File: src/rtl/ntt_4point.sv
// Two-stage pipelined 4-point NTT over Z_q (q = 7681, omega = 3383).
// Stage 1 reduces the inputs and forms the radix-2 sums/differences; stage 2 applies the twiddle.
module ntt_4point #(
    parameter int W     = 16,
    parameter int Q     = 7681,
    parameter int OMEGA = 3383
) (
    input  logic         clk,
    input  logic         rst,
    input  logic [W-1:0] in0,
    input  logic [W-1:0] in1,
    input  logic [W-1:0] in2,
    input  logic [W-1:0] in3,
    output logic [W-1:0] out0,
    output logic [W-1:0] out1,
    output logic [W-1:0] out2,
    output logic [W-1:0] out3
);

    localparam logic [W:0]     QX = (W+1)'(Q);
    localparam logic [W+3:0]   QR = (W+4)'(Q);
    localparam logic [2*W-1:0] QP = (2*W)'(Q);
    localparam logic [2*W-1:0] OM = (2*W)'(OMEGA);

    // A 16-bit input is below 16*Q, so subtracting 8Q, 4Q, 2Q, Q conditionally fully reduces it.
    function automatic logic [W-1:0] reduce_in(input logic [W-1:0] x);
        logic [W+3:0] r;
        r = {4'b0000, x};
        for (int k = 3; k >= 0; k--) begin
            if (r >= (QR << k))
                r = r - (QR << k);
        end
        return r[W-1:0];
    endfunction

    function automatic logic [W-1:0] mod_add(input logic [W-1:0] x, input logic [W-1:0] y);
        logic [W:0] s;
        s = {1'b0, x} + {1'b0, y};
        if (s >= QX)
            s = s - QX;
        return s[W-1:0];
    endfunction

    function automatic logic [W-1:0] mod_sub(input logic [W-1:0] x, input logic [W-1:0] y);
        logic [W:0] s;
        s = {1'b0, x} - {1'b0, y};
        if (s[W])
            s = s + QX;
        return s[W-1:0];
    endfunction

    // d < Q and OMEGA < 2^W, so the product is below Q*2^W; a shift-subtract chain reduces it.
    function automatic logic [W-1:0] mul_omega(input logic [W-1:0] dv);
        logic [2*W-1:0] p;
        p = {{W{1'b0}}, dv} * OM;
        for (int k = W - 1; k >= 0; k--) begin
            if (p >= (QP << k))
                p = p - (QP << k);
        end
        return p[W-1:0];
    endfunction

    logic [W-1:0] x_raw [4];
    logic [W-1:0] x_red [4];

    assign x_raw[0] = in0;
    assign x_raw[1] = in1;
    assign x_raw[2] = in2;
    assign x_raw[3] = in3;

    genvar gi;
    generate
        for (gi = 0; gi < 4; gi++) begin : g_reduce
            assign x_red[gi] = reduce_in(x_raw[gi]);
        end
    endgenerate

    logic [W-1:0] a_reg, b_reg, c_reg, d_reg;
    logic [W-1:0] a_next, b_next, c_next, d_next;
    logic [W-1:0] t_next;
    logic [W-1:0] out_reg  [4];
    logic [W-1:0] out_next [4];

    always_comb begin
        a_next = mod_add(x_red[0], x_red[2]);
        b_next = mod_sub(x_red[0], x_red[2]);
        c_next = mod_add(x_red[1], x_red[3]);
        d_next = mod_sub(x_red[1], x_red[3]);
    end

    always_comb begin
        t_next      = mul_omega(d_reg);
        out_next[0] = mod_add(a_reg, c_reg);
        out_next[1] = mod_add(b_reg, t_next);
        out_next[2] = mod_sub(a_reg, c_reg);
        out_next[3] = mod_sub(b_reg, t_next);
    end

    always_ff @(posedge clk or posedge rst) begin
        if (rst) begin
            a_reg <= '0;
            b_reg <= '0;
            c_reg <= '0;
            d_reg <= '0;
        end else begin
            a_reg <= a_next;
            b_reg <= b_next;
            c_reg <= c_next;
            d_reg <= d_next;
        end
    end

    generate
        for (gi = 0; gi < 4; gi++) begin : g_out
            always_ff @(posedge clk or posedge rst) begin
                if (rst)
                    out_reg[gi] <= '0;
                else
                    out_reg[gi] <= out_next[gi];
            end
        end
    endgenerate

    assign out0 = out_reg[0];
    assign out1 = out_reg[1];
    assign out2 = out_reg[2];
    assign out3 = out_reg[3];

endmodule

File: config.mk
export PLATFORM = sky130hd
export DESIGN_NAME = ntt_4point
export DESIGN_NICKNAME = d
export VERILOG_FILES = /design/src/rtl/ntt_4point.sv
export SDC_FILE = /design/constraint.sdc
export NUM_CORES = 1
export LEC_CHECK = 0
export ABC_CLOCK_PERIOD_IN_PS = 40900
export CELL_PAD_IN_SITES_DETAIL_PLACEMENT = 0
export CELL_PAD_IN_SITES_GLOBAL_PLACEMENT = 2
export CORE_AREA = 3 3 315 317
export DETAILED_ROUTE_END_ITERATION = 16
export DIE_AREA = 0 0 318 320
export PLACE_DENSITY_LB_ADDON = 0.1
export SYNTH_ARGS = -nofsm -noshare
export SYNTH_HDL_FRONTEND = slang
export SYNTH_SLANG_ARGS = --single-unit
File: constraint.sdc
create_clock -name clk -period 40.9 [get_ports clk]
set_clock_uncertainty 0.15 [all_clocks]
set_input_delay 10.225 -clock clk [delete_from_list [all_inputs] [get_ports clk]]
set_output_delay 10.225 -clock clk [all_outputs]
set_load 0.01 [all_outputs]
=== Yosys cells after proc, flatten, opt, wreduce, memory -nomap -nowiden ===
Cells that the tools add are included.

* Register bits: 128
* Input bits: 66
* Word-level logic and storage cells: 133

* Add/subtract/negate cells: 48
* Multiply operators: 1
* Order comparisons: 36
* Muxes and demuxes: 40

{| class="wikitable"
|+ Operators by type and width
! operator !! count
|-
| 2-to-1 mux 32 bit || 15
|-
| 2-to-1 mux 20 bit || 12
|-
| 2-to-1 mux 16 bit || 13
|-
| subtractor 16 x 13 -> 16 bit, second input constant || 9
|-
| >= comparator 20 x 13 -> 1 bit, second input constant || 4
|-
| >= comparator 20 x 14 -> 1 bit, second input constant || 4
|-
| >= comparator 20 x 15 -> 1 bit, second input constant || 4
|-
| subtractor 20 x 14 -> 20 bit, second input constant || 4
|-
| subtractor 20 x 15 -> 20 bit, second input constant || 4
|-
| adder 16 x 16 -> 17 bit || 4
|-
| >= comparator 17 x 13 -> 1 bit, second input constant || 4
|-
| subtractor 16 x 16 -> 17 bit || 4
|-
| subtractor 16 x 16 -> 17 bit, second input constant || 4
|-
| adder 16 x 13 -> 16 bit, second input constant || 4
|-
| >= comparator 16 bit, second input constant || 4
|-
| >= comparator 32 x 13 -> 1 bit, second input constant || 1
|-
| >= comparator 32 x 14 -> 1 bit, second input constant || 1
|-
| >= comparator 32 x 15 -> 1 bit, second input constant || 1
|-
| >= comparator 32 x 16 -> 1 bit, second input constant || 1
|-
| >= comparator 32 x 17 -> 1 bit, second input constant || 1
|-
| >= comparator 32 x 18 -> 1 bit, second input constant || 1
|-
| >= comparator 32 x 19 -> 1 bit, second input constant || 1
|-
| >= comparator 32 x 20 -> 1 bit, second input constant || 1
|-
| >= comparator 32 x 21 -> 1 bit, second input constant || 1
|-
| other kinds (23) || 23
|}

=== Longest topological paths before layout ===
Gate-level depths: netlist of run 1.

* Depth after elaboration: 36
* Mapped depth: 153

=== Least setup slack after synthesis of run 1 ===
Ideal clock, no wire load.

* Path kind: flip-flop to flip-flop
* Start: reg d_reg[0]
* End: reg out_reg, in the netlist out1[6]
* Setup time: 127 ps
* Data arrival time: 29834 ps
* Setup slack: 10789 ps
* Stages on the path, launching flop included: 135
* Path through: dfrtp_1 -> inv_1 -> ha_1 -> ha_1 -> inv_1 -> fa_1 -> inv_1 -> fa_1 -> inv_1 -> fa_1 -> inv_1 -> ha_1 -> and3_2 -> and3_2 -> o211a_1 -> nor4_2 -> nor2_1 -> inv_2 -> (+99 left out) -> a21oi_1 -> o21bai_1 -> a21oi_1 -> o21bai_1 -> a21oi_1 -> o21bai_1 -> a21oi_1 -> o21bai_1 -> a21oi_1 -> o21bai_1 -> a21oi_1 -> o21bai_1 -> a21oi_1 -> mux2i_1 -> nand3_1 -> nand3_1 -> or3_1 -> xnor2_1

{| class="wikitable"
|+ RTL lines
! what !! line !! RTL
|-
| start: declaration || 78 || <nowiki>logic [W-1:0] a_reg, b_reg, c_reg, d_reg;</nowiki>
|-
| start signal: assignment || 109 || <nowiki>d_reg <= d_next;</nowiki>
|-
| end signal: indexed assignment || 119 || <nowiki>out_reg[gi] <= out_next[gi];</nowiki>
|-
| end: declaration || 81 || <nowiki>logic [W-1:0] out_reg [4];</nowiki>
|}

==> flow_summary.json, run 1 <==
{
  "gr-total-overflow": 0,
  "synthTopCellsByCount": "nand2_1, xnor2_1, nor2_1, inv_1, ha_1",
  "synthesis.area_mm2": 0.0337,
  "drv_slew": 0,
  "regToRegEndpoint": "out1[6]",
  "wl_per_cell_um": 20.3,
  "synth_compound_area_share_pct": 24.8,
  "synth_cell_type_count": 154,
  "dieArea_mm2": 0.102,
  "r2r-start": "d_reg[0]",
  "numCtsBuffers": 17,
  "grt_pass1_vias": 32485,
  "drv_cap": 0,
  "diodes": 0,
  "whs_path_depth": 2,
  "gp_congestion": 0.926,
  "vias_per_cell": 5.62,
  "postSynthAreaPerCell_um2": 7.44,
  "synth-edff-count": 0,
  "synth_top_cell_by_area": "xnor2_1",
  "syn_inst": 4528,
  "status": "finished, final reports clean",
  "rows": 114,
  "stdcell_count": 5871,
  "clockBufferDepth": 2,
  "die_h_um": 320,
  "synthSimpleGateAreaFrac_pct": 26.1,
  "slowest_delay_ns": 0.74,
  "htreeDepth": 4,
  "rr_worst_depth": 127,
  "drc": 0,
  "synth-xor-area-share_pct": 16.2,
  "ant_nets": 0,
  "grt_antenna_before_repair": 0,
  "synth_area_leaders": "xnor2_1, ha_1, dfrtp_1, fa_1, nand2_1",
  "insertion_delay_ns": 0.50,
  "hold_end": "out2[0]",
  "synth-seq-cells": 128,
  "grt_first_pass_wirelength_um": 188000,
  "first_pass_iters": 6,
  "grtUsageTotal_pct": 22.8,
  "path_clk_slew_ns": 0.08,
  "rsz0062_at_grt": "no",
  "cp.arrival_ns": 38.08,
  "crit_top_cell": "ha_1",
  "netlist.area_leader.share_pct": 11.0,
  "synth-main-ff-cell": "dfrtp_1",
  "hold_viol_final": 0,
  "drtIter0Drc": 2107,
  "start_util_pct": 34.9,
  "synthArstFlopShare_pct": 100,
  "drive_gt1_share_pct": 6.42,
  "cts_tree": "done",
  "yosysMostFrequentCell": "nand2_1",
  "crit_path_top_delay_cell": "nor4b_2",
  "vias": 33018,
  "worstMarginPinSlew_ns": 1.19,
  "r2r_slack_ns": 3.04,
  "max_slew_margin_pct": 20.1,
  "yosys_warnings": 0,
  "numPortBuffers": 129,
  "cp.required_ns": 41.11,
  "timing_worst_setup_path_type": "reg2reg",
  "root_buffer": "clkbuf_16",
  "setup-tns-final_ns": 0,
  "grt_max_degree": 82,
  "clock.fmax_mhz": 26.4,
  "synth_top_family_by_area": "simple AND/OR/NAND/NOR gates",
  "startpoint_type": "register",
  "cp_max_fo": 18,
  "ys_seq_area_share_pct": 9.51,
  "synth_fa_ha_area_share_pct": 15.0,
  "design.core.area_mm2": 0.0966,
  "die_w_um": 318,
  "setup_viol": 0,
  "io_pins": 130,
  "numClockSinks": 128,
  "post-dp-hpwl_um": 99600,
  "synth.mux.area_fraction_pct": 2.05,
  "nNetsFinal": 5001,
  "finalWirelength_um": 119000,
  "hp-class": "reg2reg",
  "place_inst": 5829,
  "area_delta_synth_final_pct": 9.15,
  "holdCritStartpoint": "c_reg[0]",
  "synth_nets": 4947,
  "period_share_pct": 92.6,
  "crit_path_end_kind": "register",
  "fin_crit_ns": 37.86
}
[logic make-up after synthesis]
group           count (synthesis)
simple gates                 1723
xor+xnor                      619
buf+inv                       494
fa+ha+maj                     354
compound gates               1145
mux                            65
flops                         128
[worst max-delay path: cells and delay by family, from the launching register on]
kind,cells,cell delay [ns]
AO/OA/AOI/OAI,44,11.54
AND/OR/NAND/NOR,38,12.34
adder cells (fa/ha/maj),16,6.61
buffers and inverters,15,2.27
multiplexers,4,1.30
flip-flops,1,0.33
XOR/XNOR,10,3.06
[cells in the final DEF, fill, tap and decap left out, types with 69 or more instances in the layout]
cell type / count
o21ai_0: 138
o21bai_1: 90
xnor2_1: 423
xor2_1: 188
inv_1: 355
ha_1: 270
a21oi_1: 248
nor2_1: 396
nand2_1: 440
and3_1: 69
dfrtp_1: 128
nor3_1: 141
and2_1: 79
fa_1: 83
nand3_1: 163
clkdlybuf4s50_1: 129
[per-stage QoR]
stage | worst slack (ns) | hold slack, ns | util [%] | cell area [um2]
CTS | 1.38 | 0.594 | 37.9 | 36600
floorplan | 10.79 | 0.476 | - | 33700
global placement | 2.19 | 0.584 | 37.3 | 36000
detailed placement | 1.56 | 0.568 | 37.3 | 36000
finish | 3.04 | 0.592 | 38.1 | 36800
global route | 0.0651 | 0.652 | 38.1 | 36800
[per-layer routing]
| metal | global-route usage [%] | up-vias | part of all wire [%] |
|---|---|---|---|
| met5 | 0 | - | 0 |
| met3 | 1.96 | 150 | 3.4 |
| met1 | 31.4 | 15654 | 48 |
| met2 | 38.2 | 816 | 46 |
| met4 | 6.41 | 0 | 2.5 |
| li1 | - | 16398 | - |
[final cells by class]
| cell class | count | area [um2] |
|---|---|---|
| Sequential cell | 128 | 3200 |
| Timing Repair Buffer | 169 | 1590 |
| Tap cell | 1276 | 1600 |
| Clock inverter | 15 | 168 |
| Inverter | 360 | 1360 |
| Multi-Input combinational cell | 3906 | 28400 |
| Clock buffer | 17 | 425 |
| Fill cell | 10239 | 59800 |
[how the worst max path moves through the flow]
stage / start / endpoint
floorplan: d_reg[0] / out1[6]
global placement: d_reg[0] / out1[6]
detailed placement: d_reg[0] / out1[6]
CTS: d_reg[0] / out1[6]
global route: d_reg[0] / out1[6]
finish: d_reg[0] / out1[6]
[timing repair]
item                       in CTS  in global routing
buffers inserted                0                 10
hold buffers                    0                  0
resized for setup               0                 12
setup endpoints to repair       0                 32
Power of run 1 is not shown: default switching activity piles up to over one toggle a cycle in this logic, so the estimate is an artifact.
==> run 2: changes to the inputs <==
--- a/config.mk
+++ b/config.mk
@@ -11,7 +11,7 @@
 export CORE_AREA = 3 3 315 317
 export DETAILED_ROUTE_END_ITERATION = 16
 export DIE_AREA = 0 0 318 320
-export PLACE_DENSITY_LB_ADDON = 0.1
+export PLACE_DENSITY = 0.86
 export SYNTH_ARGS = -nofsm -noshare
 export SYNTH_HDL_FRONTEND = slang
 export SYNTH_SLANG_ARGS = --single-unit
==> run 2 against run 1 <==
Compared with the run above:
- worst setup slack got worse by 0.047 ns
- critical path depth fell by 4
- die area did not move
- hold slack lost 0.021 ns
- critical path type unchanged
- first-iteration DRC count up 27%
==> flow_summary.json, run 2 (synthesized netlist as in run 1, its figures left out) <==
{
  "drv_slew": 0,
  "start_util_pct": 34.9,
  "grt_max_degree": 79,
  "drv_cap": 0,
  "vias": 33492,
  "drive_gt1_share_pct": 6.13,
  "setup_viol": 0,
  "dieArea_mm2": 0.102,
  "grt_first_pass_wirelength_um": 177000,
  "cp.required_ns": 41.10,
  "layout.cells.most_common_list": "nand2_1, xnor2_1, nor2_1",
  "diodes": 0,
  "fin_crit_ns": 37.91,
  "period_share_pct": 92.7,
  "crit_path_top_delay_cell": "o41ai_4",
  "insertion_delay_ns": 0.48,
  "cp_max_fo": 18,
  "io_pins": 130,
  "cts_tree": "done",
  "path_clk_slew_ns": 0.08,
  "post-dp-hpwl_um": 92100,
  "startpoint_type": "register",
  "cp.arrival_ns": 38.11,
  "htreeDepth": 4,
  "wl_per_cell_um": 18.8,
  "clock.fmax_mhz": 26.4,
  "layout_commonest_cell": "nand2_1",
  "die_w_um": 318,
  "timing_worst_setup_path_type": "reg2reg",
  "area_delta_synth_final_pct": 8.78,
  "finalWirelength_um": 110000,
  "gr-total-overflow": 0,
  "drtIter0Drc": 2685,
  "root_buffer": "clkbuf_16",
  "design.core.area_mm2": 0.0966,
  "die_h_um": 320,
  "rows": 114,
  "final_area_mm2": 0.0367,
  "setup-tns-final_ns": 0,
  "hp-class": "reg2reg",
  "grt_pass1_vias": 31948,
  "dpl-instance-area_mm2": 0.0360,
  "slowest_delay_ns": 0.82,
  "vias_per_cell": 5.72,
  "worstMarginPinSlew_ns": 1.16,
  "status": "finished, final reports clean",
  "stdcell_count": 5857,
  "ant_nets": 0,
  "place_inst": 5822,
  "max_slew_margin_pct": 21.8,
  "grt_antenna_before_repair": 3,
  "crit_top_cell": "ha_1",
  "grtUsageTotal_pct": 21.1,
  "hold_viol_final": 0,
  "drc": 0,
  "crit_path_end_kind": "register",
  "rsz0062_at_grt": "no",
  "gp_congestion": 0.922,
  "clockBufferDepth": 2,
  "numClockSinks": 128,
  "numPortBuffers": 129,
  "numCtsBuffers": 17,
  "nNetsFinal": 4988,
  "first_pass_iters": 6
}
==> run 2: changes by cell type in the layout (fill, tap and decap cells not counted), sizes merged <==
cell	delta
bufinv	+1
clkinvlp	+2
buf	-13
clkinv	-4
==> run 2: worst max-delay path, delay by kind of cell (launching register included) <==
kind	cells	cell delay [ns]
adders and majority gates	16	6.69
muxes	3	0.99
buffers and inverters	13	1.66
xor gates and xnor gates	9	2.74
DFF	1	0.33
and+or+nand+nor	34	11.55
AOI/OAI and AO/OA	48	13.49
==> run 2: cell type report <==
| class | count | area (um2) |
|---|---|---|
| Sequential cell | 128 | 3200 |
| Clock buffer | 17 | 425 |
| Fill cell | 10214 | 59900 |
| Timing Repair Buffer | 156 | 1490 |
| Multi-Input combinational cell | 3906 | 28400 |
| Clock inverter | 14 | 145 |
| Inverter | 360 | 1360 |
| Tap cell | 1276 | 1600 |
==> run 2: final timing paths <==
check | endpoint | depth (start not counted) | from | slack (ns)
max | out1[6] | 123 | d_reg[0] | 2.99
min | out2[0] | 2 | c_reg[0] | 0.57
max reg2reg | out1[6] | 123 | d_reg[0] | 2.99
min reg2reg | out2[0] | 2 | c_reg[0] | 0.57
max in group asynchronous | d_reg[10] | 3 | rst | 29.17
min in group asynchronous | b_reg[11] | 2 | rst | 10.02
==> run 2: layer usage <==
layer	track usage, %	share of wire, %	wire length, um
met1	29.1	46	51100
met2	34.8	46	50400
met3	2.04	5.2	5780
met4	6.14	2.7	3020
met5	0	0	0
==> run 2: timing repair <==
action,in CTS,in global routing
hold buffers,0,0
endpoints found under the setup margin,0,32
endpoints found under the hold margin,0,0
buffers inserted,0,4
gates resized for setup,0,12
==> run 2: stage by stage <==
stage	utilization (%)	worst slack, ns	hold WS, ns
6_report	38.0	2.99	0.571
2_1_floorplan	-	10.79	0.476
4_1_cts	37.9	2.30	0.584
3_5_place_dp	37.3	2.45	0.582
5_1_grt	38.0	0.122	0.627
3_3_place_gp	37.3	3.28	0.552
Power of run 2 is left out for the same reason.
